--- config.mk ---
export PLATFORM = sky130hd
export DESIGN_NAME = tt_um_div16_shiftsub
export DESIGN_NICKNAME = d
export VERILOG_FILES = /design/src/rtl/div_pkg.sv /design/src/rtl/div16_shiftsub_core.sv /design/src/rtl/tt_um_div16_shiftsub.sv
export SDC_FILE = /design/constraint.sdc
export NUM_CORES = 1
export LEC_CHECK = 0
export ABC_AREA = 1
export ABC_CLOCK_PERIOD_IN_PS = 1800
export CAP_MARGIN = 10
export CORE_ASPECT_RATIO = 0.5
export CORE_UTILIZATION = 40
export DETAILED_ROUTE_END_ITERATION = 7
export PLACE_DENSITY = 0.65
export SLEW_MARGIN = 25
export SYNTH_ARGS = -nofsm -noshare
export SYNTH_HDL_FRONTEND = slang
export SYNTH_SLANG_ARGS = --single-unit
export TNS_END_PERCENT = 1
--- constraint.sdc ---
create_clock -name clk -period 1.8 [get_ports clk]
set_input_delay 0.27 -clock clk [delete_from_list [all_inputs] [get_ports clk]]
set_output_delay 0.27 -clock clk [all_outputs]
set_load 0.02 [all_outputs]
--- src/rtl/div_pkg.sv ---
// ============================================================
// Package : div_pkg
// Desc    : shared widths, output-select codes, core states
// Rev     : 1.0
// ============================================================
`default_nettype none

package div_pkg;
    localparam int WIDTH_N = 16;
    localparam int WIDTH_D = 8;
    localparam int ITER    = 16;
    localparam int CNT_W   = $clog2(ITER + 1);

    localparam logic [1:0] OUT_SEL_QLO  = 2'b00;
    localparam logic [1:0] OUT_SEL_QHI  = 2'b01;
    localparam logic [1:0] OUT_SEL_REM  = 2'b10;
    localparam logic [1:0] OUT_SEL_STAT = 2'b11;

    typedef enum logic [0:0] {
        ST_IDLE = 1'b0,
        ST_RUN  = 1'b1
    } state_t;
endpackage

`default_nettype wire

--- src/rtl/div16_shiftsub_core.sv ---
// ============================================================
// Module : div16_shiftsub_core
// Desc   : restoring shift-and-subtract 16/8 unsigned divider
// Rev    : 1.0
// ============================================================
`default_nettype none

module div16_shiftsub_core
    import div_pkg::*;
(
    input  logic               clk,
    input  logic               rst_n,
    input  logic               start,
    input  logic [WIDTH_N-1:0] dividend,
    input  logic [WIDTH_D-1:0] divisor,
    output logic               busy,
    output logic               done,
    output logic               dbz,
    output logic [WIDTH_N-1:0] quotient,
    output logic [WIDTH_D-1:0] remainder
);

    state_t             r_state;
    logic [CNT_W-1:0]   r_cnt;
    logic [WIDTH_N-1:0] r_n;
    logic [WIDTH_D-1:0] r_d;
    logic [WIDTH_D-1:0] r_r;
    logic [WIDTH_N-1:0] r_q;
    logic               r_busy;
    logic               r_done;
    logic               r_dbz;

    logic [WIDTH_D:0]   w_t;
    logic               w_ge;
    logic [WIDTH_D-1:0] w_diff;

    // The partial remainder stays below the divisor after every step, so
    // the 8-bit difference is exact and r never needs its ninth bit stored.
    assign w_t    = {r_r, r_n[WIDTH_N-1]};
    assign w_ge   = (w_t >= {1'b0, r_d});
    assign w_diff = w_t[WIDTH_D-1:0] - r_d;

    always_ff @(posedge clk or negedge rst_n) begin
        if (!rst_n) begin
            r_state <= ST_IDLE;
            r_cnt   <= '0;
            r_n     <= '0;
            r_d     <= '0;
            r_r     <= '0;
            r_q     <= '0;
            r_busy  <= 1'b0;
            r_done  <= 1'b0;
            r_dbz   <= 1'b0;
        end else begin
            r_done <= 1'b0;
            case (r_state)
                ST_IDLE: begin
                    if (start && !r_busy) begin
                        r_n     <= dividend;
                        r_d     <= divisor;
                        r_r     <= '0;
                        r_q     <= '0;
                        r_cnt   <= CNT_W'(ITER);
                        r_busy  <= 1'b1;
                        r_dbz   <= (divisor == '0);
                        r_state <= ST_RUN;
                    end
                end
                ST_RUN: begin
                    r_n   <= {r_n[WIDTH_N-2:0], 1'b0};
                    r_r   <= w_ge ? w_diff : w_t[WIDTH_D-1:0];
                    r_q   <= {r_q[WIDTH_N-2:0], w_ge};
                    r_cnt <= r_cnt - CNT_W'(1);
                    if (r_cnt == CNT_W'(1)) begin
                        r_busy  <= 1'b0;
                        r_done  <= 1'b1;
                        r_state <= ST_IDLE;
                    end
                end
                default: r_state <= ST_IDLE;
            endcase
        end
    end

    assign busy      = r_busy;
    assign done      = r_done;
    assign dbz       = r_dbz;
    assign quotient  = r_q;
    assign remainder = r_r;

endmodule

`default_nettype wire

--- src/rtl/tt_um_div16_shiftsub.sv ---
// ============================================================
// Module : tt_um_div16_shiftsub
// Desc   : tile wrapper: operand registers, result mux, ena gating
// Rev    : 1.0
// ============================================================
`default_nettype none

module tt_um_div16_shiftsub
    import div_pkg::*;
(
    input  logic       clk,
    input  logic       rst_n,
    input  logic       ena,
    input  logic [7:0] ui_in,
    input  logic [7:0] uio_in,
    output logic [7:0] uo_out,
    output logic [7:0] uio_out,
    output logic [7:0] uio_oe
);

    logic [WIDTH_N-1:0] r_dvd;
    logic [WIDTH_D-1:0] r_dvs;

    logic               w_busy;
    logic               w_done;
    logic               w_dbz;
    logic [WIDTH_N-1:0] w_quo;
    logic [WIDTH_D-1:0] w_rem;
    logic [7:0]         w_sel_byte;
    logic               w_unused_uio;

    assign w_unused_uio = &{1'b0, uio_in[7:6]};

    always_ff @(posedge clk or negedge rst_n) begin
        if (!rst_n) begin
            r_dvd <= '0;
            r_dvs <= '0;
        end else begin
            if (uio_in[0]) r_dvd[7:0]  <= ui_in;
            if (uio_in[1]) r_dvd[15:8] <= ui_in;
            if (uio_in[2]) r_dvs       <= ui_in;
        end
    end

    div16_shiftsub_core u_core (
        .clk       (clk),
        .rst_n     (rst_n),
        .start     (uio_in[3]),
        .dividend  (r_dvd),
        .divisor   (r_dvs),
        .busy      (w_busy),
        .done      (w_done),
        .dbz       (w_dbz),
        .quotient  (w_quo),
        .remainder (w_rem)
    );

    always_comb begin
        w_sel_byte = 8'h00;
        case (uio_in[5:4])
            OUT_SEL_QLO:  w_sel_byte = w_quo[7:0];
            OUT_SEL_QHI:  w_sel_byte = w_quo[15:8];
            OUT_SEL_REM:  w_sel_byte = w_rem;
            OUT_SEL_STAT: w_sel_byte = {w_busy, w_dbz, 6'b0};
            default:      w_sel_byte = 8'h00;
        endcase
    end

    assign uo_out  = w_sel_byte & {8{ena}};
    assign uio_out = {w_done & ena, w_dbz & ena, 6'b0};
    assign uio_oe  = {ena, ena, 6'b0};

endmodule

`default_nettype wire

==> summary.md, run 1 <==
| Metric | Value |
|---|---|
| Run status | finished, final reports clean |
| Most instantiated flip-flop cell in the synthesis netlist | dfrtp_1 |
| Detailed-route via count | 3163 |
| Worst setup timing slack at the placement stage | -0.657 ns |
| Data required time at the worst endpoint | 1.53 ns |
| Global-route total usage across every layer | 18.6% |
| Largest family of logic cells by synthesized area | simple AND/OR/NAND/NOR gates |
| Number of antenna violations at the first check in global routing | 0 |
| Global-route met2 utilization | 27.8% |
| Maximum number of pins on one net before global-route repair | 34 |
| Width of the chip | 144 um |
| Worst min-delay path class | input port to async pin |
| Maximum net fanout on the critical path | 8 |
| Final setup violation count | 0 |
| CTS Root Buffer Type | clkbuf_16 |
| Post-synthesis share of cell area spent on and, or, nand and nor gates | 17.8% |
| Max Transition Viols Final | 0 |
| Remaining design rule violation count | 0 |
| Boundary pin count | 43 |
| Leakage dissipation | 2.42 nW |
| Arrival time reported for the critical path endpoint | 1.44 ns |
| Compound-cell area share of the yosys netlist | 11.9% |
| Worst setup startpoint | uio_in[4] |
| Critical register-to-register path startpoint | u_core.r_n[15] |
| Top delay family on crit path | buffers and inverters |
| Overall die height | 73.0 um |
| Worst reg2reg setup slack | 0.10 ns |
| Reg2Reg Capture Point | u_core.remainder[4] |
| Antenna viol nets, final | 0 |
| Final HPWL DP | 6290 um |
| Reg2Reg Depth | 9 |
| Number of warnings printed during yosys synthesis | 0 |
| Synth async-reset ratio | 100% |
| Clock sinks | 81 |
| Global-route track usage on met3 | 4.66% |
| Detail-routed via count per cell | 4.87 |
| Post-Synth XOR/XNOR Area | 0.652% |
| Number of post-CTS setup repair buffers | 0 |
| Die Area | 10500 sq um |
| Capturing element of the worst setup path | uo_out[7] |
| Core region area | 9600 sq um |
| Worst-case vdd ir drop | 0.627 mV |
| TritonCTS clock tree | done |
| Fillers | 917 |
| Detail-routed net length per standard cell | 13.2 um |
| Final Net Count | 541 |
| Mapped Avg Cell Area | 8.64 sq um |
| Cell count along the critical path | 6 |
| First drt pass iteration count | 4 |
| RSZ-0062 raised after global routing | true |
| Remaining Overflow, GRT | 0 |
| Register bit total from synthesis | 81 |
| Series of cell instances along the critical path | dlygate4sd2_1 -> nor2_2 -> inv_2 -> o21ai_0 -> a31oi_1 -> clkdlybuf4s15_1 |
| Layout area overhead | 22.3% |
| Shortest period the worst path allows | 1.71 ns |
| Maximum number of buffers from clock root to sink | 2 |
| Final antenna diode count | 0 |
| Kind of end point of the critical path | output pin |
| Sort of element at the start of the critical path | input port |
| Fraction of final layout cells with drive strength greater than 1 | 15.9% |
| Clock Skews | 0.00923 ns |
| Post-route cell area | 4930 sq um |
| Final hold violation count | 0 |
| Clock transition time at the flip-flop clock pins of the worst setup and hold paths | 0.06 ns |
| Clock insertion delay at the later pin of the skew report | 0.34 ns |
| Unique masters post-synth | 34 |
| Syn Inst Count | 466 |
| P per Cell Area | 1750 nW/um^2 |
| H-Tree Depth | 3 |
| TritonCTS Buffers | 9 |
| Maximum Capacitance Violations | 0 |
| Number of global-route vias before repair | 2969 |
| Highest Clock Rate | 586 MHz |
| Global placement routability congestion | 0.862 |
| Global-route wire length before repair | 14600 um |
| Summed instance area of the synthesized netlist | 4030 sq um |
| Share of synthesized area occupied by flip-flops and latches | 50.3% |
| Worst-path cell with the longest stage delay | dlygate4sd2_1 |
| Detailed Route WL | 8600 um |
| Gr busiest metal | met2 |
| Number of buffers and inverters on the critical path | 3 |
| Number of enable flip-flop cells after synthesis | 0 |
| Count of standard-cell rows | 25 |
| Grt met1 use | 26.6% |
| Longest individual stage delay on the worst path | 0.35 ns |
| Number of violations reported at the end of detailed-routing iteration 0 | 177 |
| Worst Setup Path Type | input port to output pin |
| Area after detailed placement | 4520 sq um |
| Post-synthesis share of cell area spent on full adders, half adders and majority gates | 3.60% |
| Multiplexer share of the synthesized area | 3.36% |
| Number of port buffers | 28 |
| Worst setup slack after layout | 0.0927 ns |
| Part of the cycle the worst path needs | 94.9% |
| Initial core utilization | 41.9% |
-- stage by stage --
step,instances,power (W),util (%),setup TNS [ns],hold WS [ns]
after floorplan,477,0.00548,-,0,-0.0256
after CTS,650,0.00838,50.5,0,0.377
after detailed placement,634,0.00647,47.1,-5.13,0.196
after global placement,634,0.00641,47.1,-4.95,0.191
after global routing,650,0.00941,51.3,-0.0584,0.407
final,650,0.00861,51.3,0,0.374
-- synthesized netlist by cell type, types with 2 or more instances --
| master | n | area, sq um |
|---|---|---|
| clkbuf_1 | 9 | 33.8 |
| nor2_1 | 15 | 56.3 |
| xor2_1 | 2 | 17.5 |
| inv_1 | 81 | 304 |
| nand2_1 | 109 | 409 |
| o211ai_1 | 4 | 30.0 |
| buf_4 | 14 | 105 |
| a31oi_1 | 2 | 12.5 |
| dfrtp_1 | 81 | 2030 |
| ha_1 | 10 | 125 |
| o221ai_1 | 13 | 114 |
| o21ai_0 | 32 | 160 |
| nand3_1 | 28 | 140 |
| a21oi_1 | 6 | 30.0 |
| inv_2 | 3 | 11.3 |
| nor4_1 | 2 | 12.5 |
| nand2_2 | 2 | 12.5 |
| mux2_2 | 12 | 135 |
| nand4_1 | 4 | 25.0 |
| buf_2 | 4 | 20.0 |
| o22ai_1 | 20 | 125 |
-- timing repair --
| action | in CTS | in global routing |
|---|---|---|
| pin swaps | 0 | 2 |
| cloned | 0 | 0 |
| resized for setup | 26 | 19 |
| hold endpoints to repair | 22 | 0 |
| hold buffers | 1 | 0 |
| setup endpoints to repair | 12 | 12 |
-- how the worst min path moves through the flow --
stage | cells past startpoint | to | slack (ns) | start
5_1_grt | 2 | r_dvd[2] | 0.41 | rst_n
3_3_place_gp | 1 | r_dvd[2] | 0.19 | rst_n
2_1_floorplan | 0 | r_dvd[0] | -0.03 | rst_n
6_report | 2 | u_core.r_n[1] | 0.37 | rst_n
3_5_place_dp | 1 | u_core.r_n[1] | 0.20 | rst_n
4_1_cts | 2 | u_core.r_n[1] | 0.38 | rst_n
-- layer usage --
layer / part of all wire, % / wire length [um]
met4: 1.5 / 132
met3: 3.8 / 326
met5: 0 / 0
met1: 51 / 4370
met2: 44 / 3770
-- cells by family after synthesis --
family,count (synthesis)
simple gates,167
buf+inv,113
flops,81
compound gates,78
mux,12
fa+ha+maj,11
xor+xnor,3
other cells,1
-- layout make-up --
cell class	count	area (sq um)	share of cell area, %
clock inverters	3	46.3	0.940
clock buffers	12	267	5.41
repair buffers	52	460	9.34
well taps	135	169	3.43
multi-input cells	283	1640	33.3
flip-flops and latches	81	2030	41.2
inverters	84	315	6.40
-- power by group --
group | total [W] | switching [W] | internal [W]
sequential | 0.00278 | 0.000338 | 0.00244
clock | 0.00190 | 0.000716 | 0.00118
combinational | 0.00393 | 0.00227 | 0.00166
total | 0.00861 | 0.00333 | 0.00528
-- sequential cells by signal (all words and copies together), names as in the netlist --
name              count
r_dvd                16
u_core.done           1
u_core.r_n           16
u_core.remainder      8
u_core.quotient      16
u_core.r_cnt          5
r_dvs                 8
u_core.busy           1
u_core.r_d            8
u_core.r_state        1
u_core.dbz            1
-- worst reg2reg max path, delay by kind of cell (launching register included) --
family | cells | cell delay, ns
adder cells (fa/ha/maj) | 2 | 0.50
flip-flops | 1 | 0.37
XOR/XNOR | 1 | 0.21
AO/OA/AOI/OAI | 1 | 0.19
AND/OR/NAND/NOR | 3 | 0.19
buffers and inverters | 2 | 0.12
-- placed cells by master (no fill, tap or decap), drive strengths merged, types with 2 or more instances in the layout --
cell type,netlist,final
a21oi,7,7
a31oi,2,2
buf,19,24
clkbuf,10,14
clkdlybuf4s15,0,5
clkdlybuf4s50,0,13
conb,1,12
dfrtp,81,81
dlygate4sd2,0,7
ha,10,10
inv,84,85
mux2,12,12
nand2,111,111
nand3,29,29
nand4,5,5
nor2,17,17
nor4,2,2
o211ai,4,4
o21ai,32,32
o221ai,13,13
o22ai,20,20
or2,2,2
xor2,2,2
Note: power is estimated with default switching activity, not from simulation.
==> run 2, diff against run 1 <==
--- a/config.mk
+++ b/config.mk
@@ -9,9 +9,9 @@
 export ABC_CLOCK_PERIOD_IN_PS = 1800
 export CAP_MARGIN = 10
 export CORE_ASPECT_RATIO = 0.5
-export CORE_UTILIZATION = 40
+export CORE_UTILIZATION = 30
 export DETAILED_ROUTE_END_ITERATION = 7
-export PLACE_DENSITY = 0.65
+export PLACE_DENSITY = 0.53
 export SLEW_MARGIN = 25
 export SYNTH_ARGS = -nofsm -noshare
 export SYNTH_HDL_FRONTEND = slang
==> run 2 against run 1 <==
The run now ends with DRC left. Wire length is 8.1% higher. Cell count is 5.5% higher. Sequential power hardly changed. Worst hold slack better by 0.054 ns. Sequential cell count stayed put. Sequential share of layout area is 0.30 points lower. Combinational power is 4% higher. Critical path type unchanged.
==> summary.md, run 2 (synthesis results as in run 1) <==
| Metric | Value |
|---|---|
| Fillers | 1299 (+42%) |
| Maximum net fanout on the critical path | 7 (-1) |
| Fraction of final layout cells with drive strength greater than 1 | 15.1% (-0.81 points) |
| Clock transition time at the flip-flop clock pins of the worst setup and hold paths | 0.06 ns (about the same) |
| Series of cell instances along the critical path | dlygate4sd2_1 -> inv_1 -> nand2_2 -> o22ai_1 -> o21ai_0 -> inv_1 -> dlygate4sd2_1 |
| Area after detailed placement | 4580 sq um (+1.2%) |
| Detailed Route WL | 9300 um (+8.1%) |
| Final Net Count | 541 (unchanged) |
| Number of buffers and inverters on the critical path | 4 (+1) |
| Final hold violation count | 0 (unchanged) |
| Maximum number of pins on one net before global-route repair | 35 (+2.9%) |
| Final antenna diode count | 0 (unchanged) |
| Initial core utilization | 31.3% (-11 points) |
| Worst hold slack after final layout | 0.428 ns (+0.0544 ns) |
| Maximum Capacitance Violations | 0 (unchanged) |
| Layout area overhead | 23.1% |
| Number of port buffers | 28 (unchanged) |
| Remaining design rule violation count | 6 (+6) |
| Data required time at the worst endpoint | 1.53 ns (about the same) |
| Violated checks | DRC |
| Global placement routability congestion | 0.808 (-6.3%) |
| Global-route total usage across every layer | 14.5% (-4.0 points) |
| Detail-routed net length per standard cell | 13.6 um (+2.5%) |
| Remaining Overflow, GRT | 0 (unchanged) |
| Number of post-CTS setup repair buffers | 0 (unchanged) |
| Final setup violation count | 0 (unchanged) |
| Leakage dissipation | 2.41 nW (-0.26%) |
| Longest individual stage delay on the worst path | 0.32 ns (-0.03 ns) |
| Global-route wire length before repair | 15800 um (+8.5%) |
| P per Cell Area | 1730 nW/um^2 (-1.3%) |
| Boundary pin count | 43 (unchanged) |
| Clock sinks | 81 (unchanged) |
| Worst-case vdd ir drop | 0.529 mV (-16%) |
| Antenna viol nets, final | 0 (unchanged) |
| Top delay family on crit path | buffers and inverters |
| Highest Clock Rate | 568 MHz (-3.1%) |
| Maximum number of buffers from clock root to sink | 2 (unchanged) |
| Detailed-route via count | 3172 (+0.28%) |
| First drt pass iteration count | 7 (+3) |
| Shortest period the worst path allows | 1.76 ns (+0.0543 ns) |
| TritonCTS clock tree | done |
| Setup TNS | 0 ns (unchanged) |
| Top library cells by usage in the layout, fill and taps aside | nand2_1 (108), dfrtp_1 (81), inv_1 (79), o21ai_0 (32), nand3_1 (28) |
| TritonCTS Buffers | 9 (unchanged) |
| Die Area | 13900 sq um (+33%) |
| Number of violations reported at the end of detailed-routing iteration 0 | 224 (+27%) |
| Kind of end point of the critical path | output pin |
| Worst setup timing slack at the placement stage | -0.694 ns (-0.0371 ns) |
| Overall die height | 83.9 um (+15%) |
| Count of standard-cell rows | 29 (+16%) |
| Post-route cell area | 4960 sq um (+0.66%) |
| H-Tree Depth | 3 (unchanged) |
| CTS Root Buffer Type | clkbuf_16 |
| Number of global-route vias before repair | 3099 (+4.4%) |
| Sort of element at the start of the critical path | input port |
| Arrival time reported for the critical path endpoint | 1.49 ns (+0.05 ns) |
| Most frequent standard cell in the layout excluding fill and tap cells | nand2_1 |
| Detail-routed via count per cell | 4.62 (-5.0%) |
| Final HPWL DP | 6900 um (+9.8%) |
| Core region area | 12900 sq um (+34%) |
| Number of antenna violations at the first check in global routing | 0 (unchanged) |
| Width of the chip | 166 um (+15%) |
| Post-layout utilization of the core | 38.5% (-13 points) |
| RSZ-0062 raised after global routing | true |
| Clock Skews | 0.00594 ns (-0.00328 ns) |
| Worst Setup Path Type | input port to output pin |
| Worst setup slack after layout | 0.0384 ns (-0.0543 ns) |
| Part of the cycle the worst path needs | 97.9% (+3.0 points) |
| Max Transition Viols Final | 0 (unchanged) |
| Worst-path cell with the longest stage delay | dlygate4sd2_1 |
| Worst min-delay path class | input port to async pin |
| Clock insertion delay at the later pin of the skew report | 0.33 ns (about the same) |
| Run status | finished with violations |
## run 2: cell types whose count changed in the layout (fill, tap and decap cells not counted), sizes merged
cell	change
bufinv	-1
clkbuf	-1
clkinv	+2
dlygate4sd2	+1
## run 2: final timing paths
path	cells past startpoint	end	slack (ns)	start
min reg2reg	2	u_core.r_n[12]	0.49	r_dvd[12]
min	2	u_core.r_n[3]	0.43	rst_n
max reg2reg	9	u_core.remainder[0]	0.16	u_core.remainder[0]
max	7	uo_out[1]	0.04	uio_in[5]
min in group clk	2	u_core.r_n[12]	0.49	r_dvd[12]
max in group asynchronous	3	r_dvs[6]	0.84	rst_n
## run 2: layout make-up
cell class	count	area [sq um]	share of cell area (%)
Clock inverter	4	26.3	0.530
Timing Repair Buffer	52	472	9.51
Multi-Input combinational cell	283	1650	33.3
Sequential cell	81	2030	40.9
Clock buffer	12	256	5.17
Inverter	84	315	6.36
Tap cell	170	213	4.29
## run 2: per-layer routing
| metal | global-route usage [%] | part of all wire, % |
|---|---|---|
| met5 | 0 | 0 |
| met4 | 3.82 | 0.66 |
| met3 | 3.65 | 3.3 |
| met2 | 21.5 | 43 |
| met1 | 20.9 | 53 |
## run 2: through the flow
stage          power [W]  instances
6_report         0.00856        686
3_5_place_dp     0.00655        669
3_3_place_gp     0.00651        669
5_1_grt          0.00934        686
2_1_floorplan    0.00548        477
4_1_cts          0.00831        686
## run 2: where the power goes
group / leakage [nW] / switching [W] / internal (W)
registers: 0.994 / 0.000313 / 0.00244
clock network: 0.139 / 0.000719 / 0.00101
logic: 1.28 / 0.00238 / 0.00170
## run 2: what timing repair did
action,4_1_cts,5_1_grt
hold buffers,1,0
endpoints found under the setup margin,12,16
endpoints found under the hold margin,31,0
cloned,0,0
gates resized for setup,25,13
